**config.mk**
```make
export PLATFORM = sky130hd
export DESIGN_NAME = multi_dev_bridge_flat
export DESIGN_NICKNAME = d
export VERILOG_FILES = /design/src/rtl/multi_dev_bridge_if.sv /design/src/rtl/multi_dev_bridge.sv /design/src/flat_wrapper.sv
export SDC_FILE = /design/constraint.sdc
export NUM_CORES = 1
export LEC_CHECK = 0
export BUFFER_PORTS_ARGS = -buffer_cell sky130_fd_sc_hd__clkbuf_2
export CORE_AREA = 2 2 110 112
export DETAILED_ROUTE_END_ITERATION = 16
export DIE_AREA = 0 0 112 114
export HOLD_SLACK_MARGIN = 0.15
export PLACE_DENSITY = 0.87
export RECOVER_POWER = 100
export SLEW_MARGIN = 25
export SYNTH_ARGS = -nofsm -noshare
export SYNTH_HDL_FRONTEND = slang
export SYNTH_SLANG_ARGS = --single-unit
```
**constraint.sdc**
```tcl
create_clock -name clk -period 1.85 [get_ports clk]
set_input_delay 0.0925 -clock clk [delete_from_list [all_inputs] [get_ports clk]]
set_output_delay 0.0925 -clock clk [all_outputs]
set_load 0.02 [all_outputs]
```
**src/rtl/multi_dev_bridge_if.sv**
```systemverilog
`default_nettype none
// multi_dev_bridge_if: CPU, data-memory and peripheral-slot signals of the bridge.
// The slave modport is the bridge; the master modport is its environment.
interface multi_dev_bridge_if #(
   parameter int N_DEV = 2
);
   logic                   cpu_req;
   logic [31:0]            cpu_addr;
   logic [3:0]             cpu_byteen;
   logic [31:0]            cpu_wdata;
   logic                   int_req;
   logic                   int_ack;
   logic [31:0]            cpu_rdata;
   logic                   cpu_ready;
   logic                   cpu_err;
   logic [31:0]            mem_addr;
   logic [31:0]            mem_wdata;
   logic [3:0]             dm_byteen;
   logic [31:0]            dm_rdata;
   logic [N_DEV-1:0]       dev_we;
   logic [32*N_DEV-1:0]    dev_rdata;
   logic [N_DEV-1:0]       dev_irq;
   logic [N_DEV-1:0]       irq_clr;
   logic                   int_we;
   logic [5:0]             hwint;

   modport slave (
      input  cpu_req, cpu_addr, cpu_byteen, cpu_wdata, int_req, int_ack,
      input  dm_rdata, dev_rdata, dev_irq, irq_clr,
      output cpu_rdata, cpu_ready, cpu_err, mem_addr, mem_wdata,
      output dm_byteen, dev_we, int_we, hwint
   );

   modport master (
      output cpu_req, cpu_addr, cpu_byteen, cpu_wdata, int_req, int_ack,
      output dm_rdata, dev_rdata, dev_irq, irq_clr,
      input  cpu_rdata, cpu_ready, cpu_err, mem_addr, mem_wdata,
      input  dm_byteen, dev_we, int_we, hwint
   );
endinterface
`default_nettype wire

```
**src/rtl/multi_dev_bridge.sv**
```systemverilog
`default_nettype none
// multi_dev_bridge: registered bridge from the CPU memory stage to data memory and
// N_DEV word-addressed slots, with fixed wait states and latched interrupt pending bits.
module multi_dev_bridge #(
   parameter int          N_DEV      = 2,
   parameter logic [31:0] DEV_BASE   = 32'h7f00,
   parameter logic [31:0] DEV_STRIDE = 32'h10,
   parameter int          DEV_SIZE   = 12,
   parameter logic [31:0] DM_LIMIT   = 32'h3000,
   parameter logic [31:0] INT_ADDR   = 32'h7f20,
   parameter int          WAIT_CYC   = 1,
   parameter bit          IRQ_EDGE   = 1'b1
) (
   input  logic              clk,
   input  logic              reset,
   multi_dev_bridge_if.slave bus
);

   localparam logic [31:0] c_dev_size  = 32'(DEV_SIZE);
   localparam logic [3:0]  c_wait_init = 4'(WAIT_CYC - 1);

   typedef enum logic [1:0] {
      S_IDLE = 2'd0,
      S_WAIT = 2'd1,
      S_RESP = 2'd2,
      S_IACK = 2'd3
   } state_t;

   state_t           state_q, state_d;
   logic [3:0]       cnt_q, cnt_d;
   logic [31:0]      addr_q, addr_d;
   logic [31:0]      wdata_q, wdata_d;
   logic [3:0]       be_q, be_d;
   logic             dm_q, dm_d;
   logic [N_DEV-1:0] dev_q, dev_d;
   logic [31:0]      rdata_q, rdata_d;
   logic [N_DEV-1:0] pend_q, pend_d;
   logic [N_DEV-1:0] irq_prev_q;

   logic [31:0]      w_acc_addr;
   logic             w_acc_dm;
   logic [N_DEV-1:0] w_acc_dev;
   logic [31:0]      w_slot_lo [N_DEV];
   logic             w_sel_dm;
   logic [N_DEV-1:0] w_sel_dev;
   logic [31:0]      w_dev_rd;
   logic             w_enter_resp;
   logic             w_resp;
   logic             w_iack;
   logic             w_word;
   logic             w_unmapped;
   logic [N_DEV-1:0] w_clr;
   logic             w_unused;

   assign w_unused   = &{1'b0, bus.cpu_addr[1:0]};
   assign w_acc_addr = {bus.cpu_addr[31:2], 2'b00};
   assign w_acc_dm   = (w_acc_addr < DM_LIMIT);

   generate
      for (genvar gi = 0; gi < N_DEV; gi++) begin : g_slot
         assign w_slot_lo[gi] = DEV_BASE + DEV_STRIDE * 32'(gi);
         assign w_acc_dev[gi] = !w_acc_dm && (w_acc_addr >= w_slot_lo[gi]) &&
                                (w_acc_addr < w_slot_lo[gi] + c_dev_size);
      end
   endgenerate

   // Read data is captured while entering RESP, which may be the accept edge itself.
   always_comb begin
      w_sel_dm  = (state_q == S_IDLE) ? w_acc_dm  : dm_q;
      w_sel_dev = (state_q == S_IDLE) ? w_acc_dev : dev_q;
      w_dev_rd  = '0;
      for (int i = 0; i < N_DEV; i++) begin
         if (w_sel_dev[i]) begin
            w_dev_rd = w_dev_rd | bus.dev_rdata[32*i +: 32];
         end
      end
   end

   always_comb begin
      state_d      = state_q;
      cnt_d        = cnt_q;
      addr_d       = addr_q;
      wdata_d      = wdata_q;
      be_d         = be_q;
      dm_d         = dm_q;
      dev_d        = dev_q;
      rdata_d      = rdata_q;
      w_enter_resp = 1'b0;
      case (state_q)
         S_IDLE: begin
            if (bus.int_ack) begin
               state_d = S_IACK;
               addr_d  = INT_ADDR;
            end else if (bus.cpu_req && !bus.int_req) begin
               addr_d  = w_acc_addr;
               wdata_d = bus.cpu_wdata;
               be_d    = bus.cpu_byteen;
               dm_d    = w_acc_dm;
               dev_d   = w_acc_dev;
               if (WAIT_CYC == 0) begin
                  state_d      = S_RESP;
                  w_enter_resp = 1'b1;
               end else begin
                  state_d = S_WAIT;
                  cnt_d   = c_wait_init;
               end
            end
         end
         S_WAIT: begin
            if (cnt_q == 4'd0) begin
               state_d      = S_RESP;
               w_enter_resp = 1'b1;
            end else begin
               cnt_d = cnt_q - 4'd1;
            end
         end
         S_RESP:  state_d = S_IDLE;
         S_IACK:  state_d = S_IDLE;
         default: state_d = S_IDLE;
      endcase
      if (w_enter_resp) begin
         if (w_sel_dm)        rdata_d = bus.dm_rdata;
         else if (|w_sel_dev) rdata_d = w_dev_rd;
         else                 rdata_d = 32'hbbbb_bbbb;
      end
   end

   assign w_resp     = (state_q == S_RESP);
   assign w_iack     = (state_q == S_IACK);
   assign w_word     = (be_q == 4'hF);
   assign w_unmapped = !dm_q && (dev_q == '0);

   // A completed word write to a slot's offset 0 acknowledges that slot's interrupt.
   always_comb begin
      w_clr = bus.irq_clr;
      for (int i = 0; i < N_DEV; i++) begin
         if (w_resp && w_word && dev_q[i] && (addr_q == w_slot_lo[i])) begin
            w_clr[i] = 1'b1;
         end
      end
      if (IRQ_EDGE) pend_d = (pend_q & ~w_clr) | (bus.dev_irq & ~irq_prev_q);
      else          pend_d = bus.dev_irq;
   end

   always_ff @(posedge clk or negedge reset) begin
      if (!reset) begin
         state_q    <= S_IDLE;
         cnt_q      <= '0;
         addr_q     <= '0;
         wdata_q    <= '0;
         be_q       <= '0;
         dm_q       <= 1'b0;
         dev_q      <= '0;
         rdata_q    <= '0;
         pend_q     <= '0;
         irq_prev_q <= '0;
      end else begin
         state_q    <= state_d;
         cnt_q      <= cnt_d;
         addr_q     <= addr_d;
         wdata_q    <= wdata_d;
         be_q       <= be_d;
         dm_q       <= dm_d;
         dev_q      <= dev_d;
         rdata_q    <= rdata_d;
         pend_q     <= pend_d;
         irq_prev_q <= bus.dev_irq;
      end
   end

   assign bus.cpu_rdata = rdata_q;
   assign bus.cpu_ready = w_resp;
   assign bus.cpu_err   = w_resp && (w_unmapped || ((|dev_q) && (be_q != 4'h0) && !w_word));
   assign bus.mem_addr  = addr_q;
   assign bus.mem_wdata = wdata_q;
   assign bus.dm_byteen = w_iack ? 4'hF : ((w_resp && dm_q) ? be_q : 4'h0);
   assign bus.dev_we    = (w_resp && w_word) ? dev_q : '0;
   assign bus.int_we    = w_iack;

   always_comb begin
      bus.hwint              = '0;
      bus.hwint[N_DEV-1:0]   = pend_q;
   end

endmodule
`default_nettype wire
```
**src/flat_wrapper.sv**
```systemverilog
// flat-port wrapper written by rule: the top's interface ports become plain ports
module multi_dev_bridge_flat 
#(
   parameter int          N_DEV      = 2,
   parameter logic [31:0] DEV_BASE   = 32'h7f00,
   parameter logic [31:0] DEV_STRIDE = 32'h10,
   parameter int          DEV_SIZE   = 12,
   parameter logic [31:0] DM_LIMIT   = 32'h3000,
   parameter logic [31:0] INT_ADDR   = 32'h7f20,
   parameter int          WAIT_CYC   = 1,
   parameter bit          IRQ_EDGE   = 1'b1
)
  (clk, reset, bus_cpu_req, bus_cpu_addr, bus_cpu_byteen, bus_cpu_wdata, bus_int_req, bus_int_ack, bus_dm_rdata, bus_dev_rdata, bus_dev_irq, bus_irq_clr, bus_cpu_rdata, bus_cpu_ready, bus_cpu_err, bus_mem_addr, bus_mem_wdata, bus_dm_byteen, bus_dev_we, bus_int_we, bus_hwint);
  multi_dev_bridge_if #(.N_DEV(N_DEV)) bus_i ();
  input  logic clk;
  input  logic reset;
  input wire logic [$bits(bus_i.cpu_req)-1:0] bus_cpu_req;
  input wire logic [$bits(bus_i.cpu_addr)-1:0] bus_cpu_addr;
  input wire logic [$bits(bus_i.cpu_byteen)-1:0] bus_cpu_byteen;
  input wire logic [$bits(bus_i.cpu_wdata)-1:0] bus_cpu_wdata;
  input wire logic [$bits(bus_i.int_req)-1:0] bus_int_req;
  input wire logic [$bits(bus_i.int_ack)-1:0] bus_int_ack;
  input wire logic [$bits(bus_i.dm_rdata)-1:0] bus_dm_rdata;
  input wire logic [$bits(bus_i.dev_rdata)-1:0] bus_dev_rdata;
  input wire logic [$bits(bus_i.dev_irq)-1:0] bus_dev_irq;
  input wire logic [$bits(bus_i.irq_clr)-1:0] bus_irq_clr;
  output wire logic [$bits(bus_i.cpu_rdata)-1:0] bus_cpu_rdata;
  output wire logic [$bits(bus_i.cpu_ready)-1:0] bus_cpu_ready;
  output wire logic [$bits(bus_i.cpu_err)-1:0] bus_cpu_err;
  output wire logic [$bits(bus_i.mem_addr)-1:0] bus_mem_addr;
  output wire logic [$bits(bus_i.mem_wdata)-1:0] bus_mem_wdata;
  output wire logic [$bits(bus_i.dm_byteen)-1:0] bus_dm_byteen;
  output wire logic [$bits(bus_i.dev_we)-1:0] bus_dev_we;
  output wire logic [$bits(bus_i.int_we)-1:0] bus_int_we;
  output wire logic [$bits(bus_i.hwint)-1:0] bus_hwint;
  assign bus_i.cpu_req = bus_cpu_req;
  assign bus_i.cpu_addr = bus_cpu_addr;
  assign bus_i.cpu_byteen = bus_cpu_byteen;
  assign bus_i.cpu_wdata = bus_cpu_wdata;
  assign bus_i.int_req = bus_int_req;
  assign bus_i.int_ack = bus_int_ack;
  assign bus_i.dm_rdata = bus_dm_rdata;
  assign bus_i.dev_rdata = bus_dev_rdata;
  assign bus_i.dev_irq = bus_dev_irq;
  assign bus_i.irq_clr = bus_irq_clr;
  assign bus_cpu_rdata = bus_i.cpu_rdata;
  assign bus_cpu_ready = bus_i.cpu_ready;
  assign bus_cpu_err = bus_i.cpu_err;
  assign bus_mem_addr = bus_i.mem_addr;
  assign bus_mem_wdata = bus_i.mem_wdata;
  assign bus_dm_byteen = bus_i.dm_byteen;
  assign bus_dev_we = bus_i.dev_we;
  assign bus_int_we = bus_i.int_we;
  assign bus_hwint = bus_i.hwint;
  multi_dev_bridge #(.N_DEV(N_DEV), .DEV_BASE(DEV_BASE), .DEV_STRIDE(DEV_STRIDE), .DEV_SIZE(DEV_SIZE), .DM_LIMIT(DM_LIMIT), .INT_ADDR(INT_ADDR), .WAIT_CYC(WAIT_CYC), .IRQ_EDGE(IRQ_EDGE)) u_core (.clk(clk), .reset(reset), .bus(bus_i));
endmodule
```
Yosys cells after proc, flatten, opt, wreduce, memory -nomap -nowiden
Index checks and enable logic that the tools add are counted.

word-level totals
  flip-flop bits (word level) = 113
  input bits = 173
  output and inout port bits = 111
  logic and storage cells = 90

operators by class
  $add $sub $neg = 1
  $lt $le $gt $ge = 5
  eq/ne operators = 11
  mux-type cells = 23
  bitwise operators = 7
  reductions and logical operators = 33

operators by type and width
  kind                                                                  count
  2-to-1 mux 32 bit                                                     6
  equality test 32 x 15 -> 1 bit (second input constant)                2
  greater-or-equal comparator 32 x 15 -> 1 bit (second input constant)  2
  < comparator 32 x 15 -> 1 bit (second input constant)                 2
  < comparator 32 x 14 -> 1 bit (second input constant)                 1
  OR 32 bit                                                             1
  2-to-1 mux 4 bit                                                      5
  logical AND 1 bit                                                     15
  2-to-1 mux 2 bit                                                      5
  case mux 4 bit (2 select lines)                                       1
  != test 2 bit (second input constant)                                 3
  case mux 2 bit (3 select lines)                                       1
  OR reduction 2 bit                                                    3
  2-to-1 mux 1 bit                                                      5
  bitwise AND 2 bit                                                     2
  equality test 2 bit (second input constant)                           2
  equality test 4 bit (second input constant)                           1
  zero test 1 bit                                                       4
  zero test 2 bit                                                       2
  zero test 4 bit                                                       1
  inverter 2 bit                                                        2
  AND reduction 2 bit                                                   2
  AND reduction 4 bit                                                   1
  nonzero test 2 bit                                                    2
  other kinds (9)                                                       9

Logic depth before layout (Yosys ltp)
  word-level depth = 10
  mapped depth = 7
  mapped depth without buffers = 6

Worst setup path before layout
OpenSTA, ideal clock, no wires.

  kind = register to register
  start = register u_core.cnt_q[0]
  end = register u_core.rdata_q[11], in the netlist u_core.bus.cpu_rdata[11]
  library setup time = 0.130 ns
  arrival = 1.597 ns
  required time = 1.720 ns
  path slack = 0.123 ns
  stages on the path, launching flop included = 8
  path buffers = 1
  period minus slack after synthesis = 1.727 ns
  cells stage by stage = dfrtp_1 inv_1 ha_1 nor3b_4 nand2_1 nor3_2 buf_4 a22oi_1

on the way
  longest elaborated chain between the ends = 3

ends and longest elaborated chain
  what                    RTL line                 RTL
  from (decl)             multi_dev_bridge.sv:30   logic [3:0] cnt_q, cnt_d;
  from (signal assigned)  multi_dev_bridge.sv:159  cnt_q <= cnt_d;
  zero test 4 bit         multi_dev_bridge.sv:110  if (cnt_q == 4'd0) begin
  2-to-1 mux 1 bit        multi_dev_bridge.sv:110
  2-to-1 mux 1 bit        multi_dev_bridge.sv:89   case (state_q)
  to (signal assigned)    multi_dev_bridge.sv:165  rdata_q <= rdata_d;
  to (decl)               multi_dev_bridge.sv:36   logic [31:0] rdata_q, rdata_d;

Every way passes these cells.
A chain may end at the register's enable or synchronous reset.

Worst setup path after layout
  start = register u_core.be_q[0]
  end = output port bus_cpu_err

on the way
  longest elaborated chain between the ends = 5
  elaborated cells on any way between the ends = 7
  those cells by class = eq/ne (1); reduce/logical (6)

ends and longest elaborated chain
  what                                                       RTL line                                          RTL
  from (decl)                                                multi_dev_bridge.sv:33                            logic [3:0] be_q, be_d;
  from (signal assigned)                                     multi_dev_bridge.sv:151                           be_q <= '0;
  from (signal assigned)                                     multi_dev_bridge.sv:162                           be_q <= be_d;
  equality test 4 bit or nonzero test 4 bit (tied branches)  multi_dev_bridge.sv:130, multi_dev_bridge.sv:173
  zero test 1 bit or logical AND 1 bit (tied branches)       multi_dev_bridge.sv:173                           assign bus.cpu_err = w_resp && (w_unmapped || ((|dev_q) && (be_q != 4'h0) && !w_word));
  logical AND 1 bit (*)                                      multi_dev_bridge.sv:173
  logical OR 1 bit (*)                                       multi_dev_bridge.sv:173
  logical AND 1 bit (*)                                      multi_dev_bridge.sv:173
  to (decl)                                                  flat_wrapper.sv:29                                output wire logic [$bits(bus_i.cpu_err)-1:0] bus_cpu_err;

Every way passes the cells marked *; elsewhere a longest branch is shown, timed or not.

==> impl_metrics.toml <==
[run_status]
outcome = "complete, no violations"

[route]
first_pass_iters = 6
vias_per_cell = 5.642
ant_nets = 0
first_iter_violations = 663
route.detailed.drc = 0
avgRoutedWirePerCell_um = 19.76
wirelength_um = 21940
dr_total_vias = 6263

[clock_network]
clk_path_buf_depth = 2
clk_latency_ns = 0.35
root_buffer = "clkbuf_16"
cts_sinks = 111
cts_max_level = 3
cts_tree = "done"
path_clk_slew_ns = 0.07
cts_inserted_buffers = 9

[global_route]
met1_usage = 0.3742
met2_usage = 0.5814
grtUsageMet3 = 0.07598
overflow = 0
grt.busiest_layer = "met2"
antenna_found_initial = 0
grt.total_usage = 0.3314
grt_pass1_wl_um = 33340
grt_max_degree = 62
grt_pass1_vias = 6407

[pwr]
powerDensity_nw_per_um2 = 1315
p_leak_nw = 4.088
ir_drop_mv = 0.8945
total_power_mw = 11.23

[critical_path]
cp.arrival_ns = 1.73
ff2ff_path_depth = 7
critPathLaunch = "u_core.be_q[0]"
worstPathRequired_ns = 1.76
timing.rr.start = "u_core.cnt_q[0]"
timing.rr.end = "u_core.bus.cpu_rdata[2]"
r2r_setup_slack_ns = 0.11
path_class = "register to output port"
cp_max_fo = 4
start_kind = "register"
cp-end-kind = "output port"

[timing]
fin_crit_ns = 1.820
worstMarginPinSlew_ns = 0.9596
max_slew_margin = 0.3603
finalCritPeriodShare = 0.9837
fin_skew_ns = 0.01071
finalHoldViolations = 0
holdWs_ns = 0.3760
setup_viol = 0
drv_slew = 0
max_freq_ghz = 0.5495
final.setup.worst_slack_ns = 0.03019

[placement]
hpwl_um = 12160
io_buffers = 275
preCtsSetupSlack_ns = 0.1336
gp_congestion = 0.9061

[worst_hold_path]
hp-class = "primary input to register"
whs_path_depth = 4
worstHoldStart = "bus_int_req"
min_to = "u_core.cnt_q[3]"

[floorplanning]
initial_core_util = 0.4281
io_pins = 284
die_h_um = 114
fp.dieW_um = 112
die_area_um2 = 12770
core_area_um2 = 11710
rows = 40

[final_layout]
drive_gt1_frac = 0.2443
fillers = 794
fin_util = 0.7291
nets = 1131
final_common_cell = "clkbuf_2"
syn2layout_area_growth_pct = 70.30
multi_input_area_um2 = 2098
layout_common_cells = "177 x clkbuf_2, 169 x dlygate4sd3_1, 154 x nand2_1"
ff_latch_area_um2 = 2778

[run]
drv_cap = 0

[logic_synthesis]
synth_cell_types = 45
synth_top_area_share = 0.5540
postSynthCellCount = 515
ys_seq_area_frac = 0.5540
avgSynthCellArea_um2 = 9.735
yosysWarnings = 0
synth_seq_cells = 111
yosysTopAreaCell = "dfrtp_1"
netlist_area_um2 = 5014
ys_top_cells_by_area = "dfrtp_1 55%, nand2_1 12%, a22oi_1 7.2%, a22o_1 3.8%, o21ai_0 3.6%"
-- where the power goes --
group          leakage (nW)  total, mW  internal, mW  switching (mW)
Sequential             1.37       4.20          3.43           0.770
Combinational          2.57       4.99          1.76            3.23
Clock                 0.147       2.04          1.08           0.958
Total                  4.09       11.2          6.27            4.96
-- metrics by stage --
| stage | instances | instance area [um^2] | TNS [ns] |
|---|---|---|---|
| after floorplan | 520 | 5032 | 0 |
| after global placement | 922 | 6615 | -0.3083 |
| after detailed placement | 922 | 6625 | 0 |
| after CTS | 1107 | 8636 | 0 |
| after global routing | 1109 | 8536 | -0.05302 |
| final | 1110 | 8538 | 0 |
-- worst max-delay path: stages, from the launching register on --
cell and delay, ns:
dfrtp_1 0.43, or4_4 0.58, o211ai_1 0.11, a21oi_1 0.10, buf_2 0.18
-- Yosys cell counts --
library cell,count
nand2_1,154
dfrtp_1,111
a22oi_1,48
o21ai_0,36
clkbuf_1,27
a22o_1,22
nor2b_1,12
buf_4,9
a221oi_1,8
o22a_1,8
a21oi_1,7
o21ai_1,7
nor4_1,6
and2_1,5
buf_2,5
nor2_1,5
inv_1,4
nand2b_1,4
nand4_1,4
nor4_2,3
a21o_1,2
nand4b_1,2
nor3_1,2
nor4bb_1,2
or3_1,2
a2111oi_0,1
a22o_2,1
a31oi_1,1
a32oi_1,1
conb_1,1
ha_1,1
inv_2,1
mux2_2,1
mux2i_1,1
nor3_2,1
nor3b_1,1
nor3b_4,1
o211ai_1,1
o21a_1,1
o21bai_1,1
o22ai_1,1
o31ai_2,1
or3b_2,1
or4_1,1
or4_4,1
-- kinds of logic (layout without fill, tap and decap cells) --
logic type / after synthesis / in the layout / synth area share
adders and majority gates: 1 / 1 / 0.002495
other: 1 / 7 / 0.0007480
and+or+nand+nor: 207 / 209 / 0.1899
buffers and inverters: 46 / 486 / 0.04242
muxes: 2 / 2 / 0.004242
AOI/OAI and AO/OA: 147 / 147 / 0.2061
DFF: 111 / 111 / 0.5540
-- what timing repair did --
action	4_1_cts	5_1_grt
gates resized for setup	1	8
gates cloned	0	2
hold buffers	169	0
endpoints found under the setup margin	1	22
hold endpoints to repair	216	0
pin swaps	0	8
setup buffers	0	0
-- how the worst max path moves through the flow --
| stage | slack (ns) | endpoint | cells after the start |
|---|---|---|---|
| final | 0.03 | bus_cpu_err | 4 |
| after floorplan | 0.12 | u_core.bus.cpu_rdata[11] | 7 |
| after detailed placement | 0.13 | u_core.dev_q[1] | 6 |
| after global placement | -0.07 | u_core.bus.cpu_rdata[4] | 5 |
| after global routing | -0.01 | u_core.bus.cpu_rdata[15] | 7 |
| after CTS | 0.01 | bus_cpu_err | 4 |
-- final cells by class --
type | instances | share of cell area
diodes | 1 | 0.0002931
clock buffers | 9 | 0.02638
clock inverters | 7 | 0.01055
inverters | 5 | 0.002198
multi-input cells | 365 | 0.2457
flip-flops and latches | 111 | 0.3253
well taps | 147 | 0.02154
repair buffers | 465 | 0.3680
-- layer usage --
metal,up-vias,routed length (um)
li1,2701,-
met1,2947,7717
met2,501,10950
met3,114,2155
met4,0,1113
met5,-,0
-- sequential cells by signal, indices dropped and copies added (netlist names) --
signal,flops
u_core.be_q,4
u_core.dev_q,2
u_core.bus.cpu_rdata,32
u_core.pend_q,2
u_core.state_q,2
u_core.bus.mem_wdata,32
u_core.dm_q,1
u_core.irq_prev_q,2
u_core.bus.mem_addr,30
u_core.cnt_q,4
Note: power is estimated with default switching activity, not from simulation.
